$ cat config.mk
export PLATFORM = sky130hd
export DESIGN_NAME = skl_serial_sub
export DESIGN_NICKNAME = d
export VERILOG_FILES = /design/src/rtl/skl_serial_sub.sv
export SDC_FILE = /design/constraint.sdc
export NUM_CORES = 1
export LEC_CHECK = 0
export BUFFER_PORTS_ARGS = -buffer_cell sky130_fd_sc_hd__buf_2
export CELL_PAD_IN_SITES_DETAIL_PLACEMENT = 0
export CELL_PAD_IN_SITES_GLOBAL_PLACEMENT = 1
export CORE_ASPECT_RATIO = 1.4
export CORE_UTILIZATION = 42
export CTS_BUF_LIST = sky130_fd_sc_hd__clkbuf_4
export CTS_CLUSTER_DIAMETER = 40
export DETAILED_ROUTE_END_ITERATION = 7
export PLACE_DENSITY = 0.9
export SLEW_MARGIN = 20
export SYNTH_ARGS = -nofsm -noshare
export SYNTH_HDL_FRONTEND = slang
export SYNTH_SLANG_ARGS = --single-unit
export TNS_END_PERCENT = 10
$ cat constraint.sdc
create_clock -name clk -period 2.4 [get_ports clk]
set_clock_uncertainty 0.1 [all_clocks]
set_input_delay 0.48 -clock clk [delete_from_list [all_inputs] [get_ports clk]]
set_output_delay 0.48 -clock clk [all_outputs]
set_load 0.01 [all_outputs]
$ cat src/rtl/skl_serial_sub.sv
// Multi-cycle wide subtractor: a - b - bin, one 8-bit Sklansky prefix slice per cycle, LSB first.
// Define SKL_SUB_ADD_MODE_EN to add an 'op' input selecting a + b + bin (op=1) instead.
module skl_serial_sub #(
  parameter int WIDTH = 32
) (
  input  logic             clk,
  input  logic             rst_n,
  input  logic             in_valid,
  output logic             in_ready,
  input  logic [WIDTH-1:0] a,
  input  logic [WIDTH-1:0] b,
  input  logic             bin,
  output logic             out_valid,
  input  logic             out_ready,
  output logic [WIDTH-1:0] diff,
  output logic             bout,
  output logic             overflow
`ifdef SKL_SUB_ADD_MODE_EN
  ,
  input  logic             op
`endif
);

  localparam int NS = WIDTH / 8;
  localparam int CW = (NS > 1) ? $clog2(NS) : 1;

  typedef enum logic [1:0] {IDLE, RUN, DONE} state_e;

  state_e           state_q, state_d;
  logic [WIDTH-1:0] a_q, a_d, b_q, b_d, diff_q, diff_d;
  logic [CW-1:0]    cnt_q, cnt_d;
  logic             carry_q, carry_d;
  logic             aMsb_q, aMsb_d, bMsb_q, bMsb_d;
  logic             op_q, op_d;
  logic             opIn;

`ifdef SKL_SUB_ADD_MODE_EN
  assign opIn = op;
`else
  assign opIn = 1'b0;
`endif

  logic [7:0] x, y, sum;
  logic [7:0] gl [4];
  logic [7:0] pl [4];
  logic [8:0] c;
  logic       cout;

  // Low byte of the shift registers goes through an 8-bit Sklansky prefix tree each cycle.
  always_comb begin
    x     = a_q[7:0];
    y     = op_q ? b_q[7:0] : ~b_q[7:0];
    gl[0] = x & y;
    pl[0] = x ^ y;
    for (int k = 0; k < 3; k++) begin
      gl[k+1] = gl[k];
      pl[k+1] = pl[k];
      for (int i = 0; i < 8; i++) begin
        if (((i >> k) & 1) == 1) begin
          gl[k+1][i] = gl[k][i] | (pl[k][i] & gl[k][((i >> k) << k) - 1]);
          pl[k+1][i] = pl[k][i] & pl[k][((i >> k) << k) - 1];
        end
      end
    end
    c[0] = carry_q;
    for (int i = 0; i < 8; i++) begin
      c[i+1] = gl[3][i] | (pl[3][i] & carry_q);
    end
    sum  = pl[0] ^ c[7:0];
    cout = c[8];
  end

  always_comb begin
    state_d = state_q;
    a_d     = a_q;
    b_d     = b_q;
    diff_d  = diff_q;
    cnt_d   = cnt_q;
    carry_d = carry_q;
    aMsb_d  = aMsb_q;
    bMsb_d  = bMsb_q;
    op_d    = op_q;
    unique case (state_q)
      IDLE: begin
        if (in_valid) begin
          a_d     = a;
          b_d     = b;
          aMsb_d  = a[WIDTH-1];
          bMsb_d  = b[WIDTH-1];
          op_d    = opIn;
          carry_d = opIn ? bin : ~bin;
          cnt_d   = '0;
          state_d = RUN;
        end
      end
      RUN: begin
        diff_d[8*cnt_q +: 8] = sum;
        a_d     = a_q >> 8;
        b_d     = b_q >> 8;
        carry_d = cout;
        cnt_d   = cnt_q + 1'b1;
        if (cnt_q == CW'(NS - 1)) state_d = DONE;
      end
      DONE: begin
        if (out_ready) state_d = IDLE;
      end
      default: state_d = IDLE;
    endcase
  end

  always_ff @(posedge clk or negedge rst_n) begin
    if (!rst_n) begin
      state_q <= IDLE;
      a_q     <= '0;
      b_q     <= '0;
      diff_q  <= '0;
      cnt_q   <= '0;
      carry_q <= 1'b0;
      aMsb_q  <= 1'b0;
      bMsb_q  <= 1'b0;
      op_q    <= 1'b0;
    end else begin
      state_q <= state_d;
      a_q     <= a_d;
      b_q     <= b_d;
      diff_q  <= diff_d;
      cnt_q   <= cnt_d;
      carry_q <= carry_d;
      aMsb_q  <= aMsb_d;
      bMsb_q  <= bMsb_d;
      op_q    <= op_d;
    end
  end

  // In subtract mode the final carry is the inverted borrow.
  assign in_ready  = (state_q == IDLE);
  assign out_valid = (state_q == DONE);
  assign diff      = diff_q;
  assign bout      = out_valid & (op_q ? carry_q : ~carry_q);
  assign overflow  = out_valid & (op_q ? (aMsb_q == bMsb_q) : (aMsb_q != bMsb_q))
                   & (diff_q[WIDTH-1] != aMsb_q);

endmodule
Word level (Yosys, flattened, before mapping)
Index checks and enable logic that the tools add are counted.
Widths: inputs -> output; s select.

word-level totals
  output and inout bits = 36
  input port bits = 69
  RAM bits = 0
  logic and storage cells = 99
  ROM bits = 0
  register bits = 103
  bits in latches = 0
  memories = 0

operators by class
  magnitude comparators = 0
  shifts and indexed selects = 2
  reductions and logical operators = 5
  bitwise operators = 61
  equality and inequality tests = 8
  div/mod/pow operators = 0
  muxes and demuxes = 13
  $mul = 0
  $add $sub $neg = 2

operators with widths
  cell                     number
  $pmux 32 s2              2
  $mux 32                  2
  $and 1x1->1              35
  $neg 5->34               1
  $shift 8x34->32 const A  1
  $shiftx 8x34->32         1
  $bwmux 32                1
  $or 1x1->1               20
  $xor 8x8->8              2
  $and 8x8->8              1
  $mux 2                   4
  $not 8->8                1
  $pmux 2 s3               1
  $eq 2x2->1 const B       2
  $ne 2x2->1 const B       2
  $pmux 2 s2               1
  $reduce_and 2->1         2
  $reduce_and 3->1         1
  $add 2x1->2 const B      1
  $eq 2x1->1 const B       1
  $logic_not 2->1          1
  $ne 1x1->1               2
  $ne 2x1->1 const B       1
  $not 1->1                2
  other kinds (3)          3

Depth between registers and ports, before layout
Gate-level depths: netlist of run 1.

  depth after elaboration = 12
  gate-level depth with buffers = 7
  mapped depth without buffers = 7

Worst setup path before layout of run 1
No wires, ideal clock.

  path kind = reg-to-reg
  start = register b_q[0]
  end = register diff_q[7], in the netlist diff[7]
  cell stages (with the launch flop) = 8
  data required time = 2.179 ns
  clock period less this slack = 1.876 ns
  arrival = 1.655 ns
  path buffers = 0
  slack = 0.524 ns
  path through = dfrtp_1 > inv_1 > ha_1 > a211oi_2 > o31a_4 > o221ai_4 > xor2_2 > a22o_1

between the ends
  cells in the longest elaborated chain, start to end = 12
  elaborated cells on any way between the ends = 38

ends and longest elaborated chain
  element                   RTL line  source
  start: declaration        30        logic [WIDTH-1:0] a_q, a_d, b_q, b_d, diff_q, diff_d;
  start signal: assignment  115       b_q <= '0;
  start signal: assignment  125       b_q <= b_d;
  $not 8->8 (*)             52        y = op_q ? b_q[7:0] : ~b_q[7:0];
  $and 8x8->8               53        gl[0] = x & y;
  $and 1x1->1               60        gl[k+1][i] = gl[k][i] | (pl[k][i] & gl[k][((i >> k) << k) - 1]);
  $or 1x1->1                60
  $and 1x1->1               60
  $or 1x1->1                60
  $and 1x1->1               60
  $or 1x1->1                60
  $or 1x1->1                67        c[i+1] = gl[3][i] | (pl[3][i] & carry_q);
  $xor 8x8->8 (*)           69        sum = pl[0] ^ c[7:0];
  $shiftx 8x34->32 (*)      97        diff_d[8*cnt_q +: 8] = sum;
  $bwmux 32 (*)             97
  end signal: assignment    126       diff_q <= diff_d;
  end: declaration          30

Every way passes the cells marked *; elsewhere a longest branch is shown, timed or not.
A chain may end at the register's enable or synchronous reset.

Worst setup path in the final report of run 1
  start = register diff_q[31], in the netlist diff[31]
  end = output overflow

between the ends
  cells in the longest elaborated chain, start to end = 2

ends and longest elaborated chain
  element           RTL line  source
  $ne 1x1->1        141       & (diff_q[WIDTH-1] != aMsb_q);
  $and 1x1->1       141
  end: declaration  17        output logic overflow

Every way passes these cells.

==> results_dict.tcl, run 1 <==
set metrics [dict create \
    worst_skew_pair.late_latency_ns 0.46 \
    reg2reg_from "cnt_q[0]$_DFFE_PN0P_" \
    antenna_found_initial 0 \
    power_density_nw_per_um2 1421 \
    clk_sink_count 103 \
    floorplan.io_pins 105 \
    rr_worst_depth 6 \
    design.die.area_um2 11570 \
    drtPass1Iterations 5 \
    worstHoldEndpoint "b_q[29]$_DFFE_PN0P_" \
    dp_hpwl_um 7780 \
    crit_path_end_kind "output pin" \
    maximum_number_of_pins_on_one_net_before_global_route_repair 55 \
    worst_slew_pin_slew_ns 0.5775 \
    sequential_element_share_of_the_synthesized_area 0.5508 \
    drt.antenna.violating_nets 0 \
    cts.clk_slew.worst_paths_ns 0.15 \
    share_of_post_route_cells_with_drive_strength_above_1 0.2393 \
    placed_standard_cell_area_um2 5379 \
    r2r-end "diff[9]$_DFFE_PN0P_" \
    period_share 0.9252 \
    hold_start "b[29]" \
    grt_first_pass_wirelength_um 17900 \
    cp_data_required_time_ns 1.82 \
    timing.critical_path.slowest_cell_delay_ns 0.45 \
    drt-wirelength-per-cell_um 14.09 \
    layout_commonest_cell "nand2_1" \
    layout.cells.non_filler 747 \
    crit_path_start_kind "flip-flop" \
    cts_root_buffer "clkbuf_4" \
    criticalPathCategory "reg -> out" \
    synth_warnings 0 \
    slowest_stage "or3b_2" \
    number_of_hold_slack_violations_in_the_final_timing_report 0 \
    maxClockFrequency_mhz 450.4 \
    std_cell_rows 45 \
    fin_setup_tns_ns 0 \
    cts_made_buffers 9 \
    syn_avg_cell_area_um2 9.303 \
    vdd_ir_drop_max_mv 0.5891 \
    place_congestion 0.8024 \
    holdPathStages 3 \
    fp.dieW_um 91.21 \
    detail_route.wirelength_um 10530 \
    status "finished clean" \
    synthesis.nets 586 \
    yosys.cell_types.count 36 \
    worst_ep_arrival_time_ns 1.64 \
    overflow 0 \
    synthToLayoutAreaGrowth_pct 18.21 \
    grt_setup_unrepaired "no" \
    finalWorstPathRequiredPeriod_ns 2.220 \
    seq_power_share 0.380 \
    first_global_vias 3834 \
    slew_viol_final 0 \
    report.final.setup_viol 0 \
    netlist_area_um2 4679 \
    first_iter_violations 189 \
    path_max_fanout 4 \
    ctsLongestPathBuffers 2 \
    clock_power_share 0.114 \
    vias 3889 \
    max_slew_margin 0.6142 \
    crit_start "diff[31]$_DFFE_PN0P_" \
    power.net_switching_mw 3.485 \
    floorplan.core_area_um2 10870 \
    drt_drc_violations_left 0 \
    number_of_inserted_diodes 0 \
    maxCapViolations 0 \
    cts-htree-levels 3 \
    hold_path.class "in -> reg" \
    number_of_storage_elements_in_the_synthesis_netlist 103 \
    yosys_most_used_dff "dfrtp_1" \
    overall_power_after_layout_mw 7.858 \
    combinationalPowerShare 0.506 \
    finalInstanceArea_um2 5532 \
    dpl.cell_count 730 \
    ff2ff_setup_slack_ns 0.20 \
    highest_count_cells_in_the_layout_ignoring_fill_and_taps "148 x nand2_1, 103 x dfrtp_1, 103 x buf_2, 57 x nor2_1, 48 x a31oi_1" \
    grt_usage 0.1969 \
    path_cells "or3b_2, a21oi_1, buf_2" \
    net_count_of_the_finished_layout 684 \
    die_h_um 126.9 \
    swShare 0.4434 \
    vias_per_cell 5.206 \
    synth_enable_flop_cells 0 \
    synthCells 503 \
    holdWs_ns 0.1076 \
    postSynth.asyncResetShare 1.000 \
    intPower_mw 4.374 \
    cts_tree "done" \
    static-leakage-power_nw 2.790 \
    port_buffers 104 \
    initial_core_util 0.4306 \
]
==> state kept, by name, summed over array words and instances (netlist names) <==
name and cells:
bMsb_q 1, aMsb_q 1, state_q 2, a_q 32, b_q 32, cnt_q 2
diff 32, carry_q 1
==> synthesized netlist by cell type (all sizes together), types with 3 or more instances <==
cell | count | area (um2)
a211oi | 3 | 27.52
a21oi | 5 | 25.02
a22o | 24 | 210.2
a31oi | 48 | 300.3
buf | 8 | 36.28
clkbuf | 20 | 75.07
dfrtp | 103 | 2577
ha | 13 | 162.7
inv | 18 | 67.56
nand2 | 151 | 571.8
nand2b | 3 | 18.77
nor2 | 57 | 214.0
o21ai | 27 | 138.9
xnor2 | 3 | 26.28
xor2 | 3 | 41.29
==> per-layer routing <==
layer	track usage	up-vias	share of wire
met3	0.03957	10	0.050
met2	0.3204	132	0.50
met1	0.2599	1855	0.44
met4	0.07563	0	0.014
li1	-	1892	-
met5	0	-	0
==> through the flow <==
step / util / worst slack (ns)
after floorplan: - / 0.5244
after global placement: 0.4950 / 0.4000
after detailed placement: 0.4950 / 0.1938
after CTS: 0.5085 / 0.1430
after global routing: 0.5090 / 0.02780
final: 0.5090 / 0.1795
==> cell families after synthesis <==
logic type	share of synthesized area
adder cells (fa/ha/maj)	0.03904
XOR/XNOR	0.01444
flip-flops	0.5508
AND/OR/NAND/NOR	0.1923
buffers and inverters	0.03823
AO/OA/AOI/OAI	0.1652
==> area by class of cell <==
| type | instances | area (um2) |
|---|---|---|
| Fill cell | 1049 | 5335 |
| Tap cell | 141 | 176.4 |
| Sequential cell | 103 | 2577 |
| Clock inverter | 4 | 46.29 |
| Inverter | 18 | 67.56 |
| Clock buffer | 12 | 90.09 |
| Timing Repair Buffer | 115 | 633.1 |
| Multi-Input combinational cell | 354 | 1941 |
==> worst max-delay path, delay by kind of cell, from the launching register on <==
kind / cells / cell delay [ns]
simple gates: 1 / 0.45
flops: 1 / 0.44
compound gates: 1 / 0.15
buf+inv: 1 / 0.14
==> how the worst max path moves through the flow <==
stage | to | slack [ns] | cells after the start
after detailed placement | diff[9]$_DFFE_PN0P_ | 0.19 | 6
after global placement | diff[9]$_DFFE_PN0P_ | 0.40 | 6
after floorplan | diff[7]$_DFFE_PN0P_ | 0.52 | 7
after CTS | overflow | 0.14 | 3
after global routing | diff[9]$_DFFE_PN0P_ | 0.03 | 6
final | overflow | 0.18 | 3
==> power by group through the flow <==
| stage | sequential [mW] | combinational, mW | clock, mW |
|---|---|---|---|
| 2_1_floorplan | 2.98 | 2.87 | 0 |
| 3_3_place_gp | 2.99 | 3.85 | 0 |
| 3_5_place_dp | 3.03 | 3.99 | 0 |
| 4_1_cts | 2.99 | 4.01 | 0.913 |
| 5_1_grt | 3.09 | 4.48 | 0.998 |
| 6_report | 2.99 | 3.98 | 0.895 |
==> repair_timing <==
action,CTS,global route
endpoints found under the setup margin,0,2
endpoints found under the hold margin,27,0
hold buffers,1,0
buffers inserted,0,0
resized for setup,0,1
Note: power is estimated with default switching activity, not from simulation.
==> inputs of run 2 (changes only) <==
CORE_ASPECT_RATIO = 1.2   (was 1.4)
PLACE_DENSITY = default   (was 0.9)
PLACE_DENSITY_LB_ADDON = 0.1   (was default)
==> run 2 against run 1 <==
Compared with the run above:
- the flow now finishes with violations (design-rule violations)
- first-iteration DRC count is 9.0% lower
- routed wire length grew 0.65%
- worst setup slack improved by 0.013 ns
==> results_dict.tcl, run 2 (same netlist as run 1, synthesis figures left out) <==
set metrics [dict create \
    status "finished, violations left" \
    failed_checks "design-rule violations" \
    vdd_ir_drop_max_mv 0.7783 \
    overall_power_after_layout_mw 7.914 \
    drt-wirelength-per-cell_um 14.41 \
    vias 3757 \
    fp.dieW_um 98.36 \
    post_cts_repair_resize_count 0 \
    met3_wirelength_um 512 \
    report.final.setup_viol 0 \
    filler_cell_count 1050 \
    worst_slew_pin_slew_ns 0.5694 \
    share_of_post_route_cells_with_drive_strength_above_1 0.2360 \
    path_max_fanout 4 \
    first_iter_violations 172 \
    power_density_nw_per_um2 1426 \
    max_slew_margin 0.6191 \
    floorplan.core_area_um2 10670 \
    place_congestion 0.7629 \
    number_of_inserted_diodes 0 \
    first_global_vias 3664 \
    std_cell_rows 41 \
    overflow 0 \
    cp_data_required_time_ns 1.82 \
    layout_commonest_cell "nand2_1" \
    cts_tree "done" \
    design.die.area_um2 11570 \
    multi_input_comb_area_um2 1934 \
    maxCapViolations 0 \
    grt_setup_unrepaired "no" \
    criticalPathCategory "reg -> out" \
    maximum_number_of_pins_on_one_net_before_global_route_repair 63 \
    cts-htree-levels 3 \
    drt_drc_violations_left 9 \
    cts_made_buffers 9 \
    detailroute.wirelength.met2_um 5182 \
    number_of_hold_slack_violations_in_the_final_timing_report 0 \
    clk_sink_count 103 \
    ctsLongestPathBuffers 2 \
    port_buffers 104 \
    maxClockFrequency_mhz 452.9 \
    grt_usage 0.1941 \
    cts.clk_slew.worst_paths_ns 0.15 \
    highest_count_cells_in_the_layout_ignoring_fill_and_taps "148 x nand2_1, 103 x dfrtp_1, 103 x buf_2, 57 x nor2_1, 48 x a31oi_1" \
    die_h_um 117.6 \
    crit_path_start_kind "flip-flop" \
    crit_path_end_kind "output pin" \
    finalWorstPathRequiredPeriod_ns 2.208 \
    period_share 0.9199 \
    post_cts.repair.setup_buffers 0 \
    initial_core_util 0.4386 \
    antenna_found_initial 0 \
    vias_per_cell 5.112 \
    fin_setup_tns_ns 0 \
    net_count_of_the_finished_layout 684 \
    synthToLayoutAreaGrowth_pct 18.58 \
    drtPass1Iterations 8 \
    hold_buffers 1 \
    worst_skew_pair.late_latency_ns 0.45 \
    cts_root_buffer "clkbuf_4" \
    static-leakage-power_nw 2.799 \
    flip_flop_and_latch_area_um2 2577 \
    wirelength_met1_um 4717 \
    drt.antenna.violating_nets 0 \
    highest-signal-layer "met4" \
    detail_route.wirelength_um 10590 \
    dp_hpwl_um 7612 \
    hold_path.class "in -> reg" \
    slew_viol_final 0 \
    worst_ep_arrival_time_ns 1.63 \
    grt_first_pass_wirelength_um 17890 \
    floorplan.io_pins 105 \
]
## run 2: cell count changes in the layout (fill, tap and decap cells not counted)
cell | previous run | this run
nor3_4 | 1 | 0
bufinv_16 | 1 | 2
nor3_2 | 1 | 2
clkinv_1 | 2 | 4
clkinv_4 | 1 | 0
buf_12 | 2 | 4
clkbuf_4 | 12 | 10
buf_4 | 9 | 7
## run 2: worst max-delay path: stages (launching register included)
cell and delay [ns]:
dfrtp_1 0.45, or3b_2 0.45, a21oi_1 0.14, buf_2 0.14
## run 2: cell type report
class,instances,area share
Sequential cell,103,0.4645
Clock buffer,10,0.01353
Clock inverter,6,0.01353
Inverter,18,0.01218
Tap cell,129,0.02909
Timing Repair Buffer,115,0.1186
Multi-Input combinational cell,354,0.3486
## run 2: through the flow
step                        util  instance area [um2]  cells  hold slack, ns  setup WS, ns
after floorplan                -                 4679    503         0.08441        0.5244
after global placement    0.5050                 5389    718          0.1946        0.4351
after detailed placement  0.5050                 5389    718          0.1958        0.3558
after CTS                 0.5201                 5549    735         0.09676        0.1599
after global routing      0.5201                 5549    735         0.09385        0.1026
final                     0.5201                 5549    735          0.1110        0.1921
## run 2: power by group
part	switching (mW)	internal, mW
combinational	2.43	1.54
clock	0.552	0.422
sequential	0.454	2.52
## run 2: worst paths after layout
check | start | to | slack (ns) | cells after the start
setup / recovery | diff[31]$_DFFE_PN0P_ | overflow | 0.19 | 3
hold / removal | out_ready | state_q[1]$_DFFE_PN0P_ | 0.11 | 2
setup reg to reg | cnt_q[0]$_DFFE_PN0P_ | diff[6]$_DFFE_PN0P_ | 0.34 | 6
hold reg to reg | diff[17]$_DFFE_PN0P_ | diff[17]$_DFFE_PN0P_ | 0.39 | 2
max in group asynchronous | rst_n | cnt_q[0]$_DFFE_PN0P_ | 1.29 | 3
min in group asynchronous | rst_n | diff[21]$_DFFE_PN0P_ | 0.25 | 2
## run 2: layer usage
layer	vias to the layer above	GRT usage
met1	1761	0.2548
met5	-	0
met4	0	0.06437
met2	90	0.3191
li1	1894	-
met3	12	0.04097
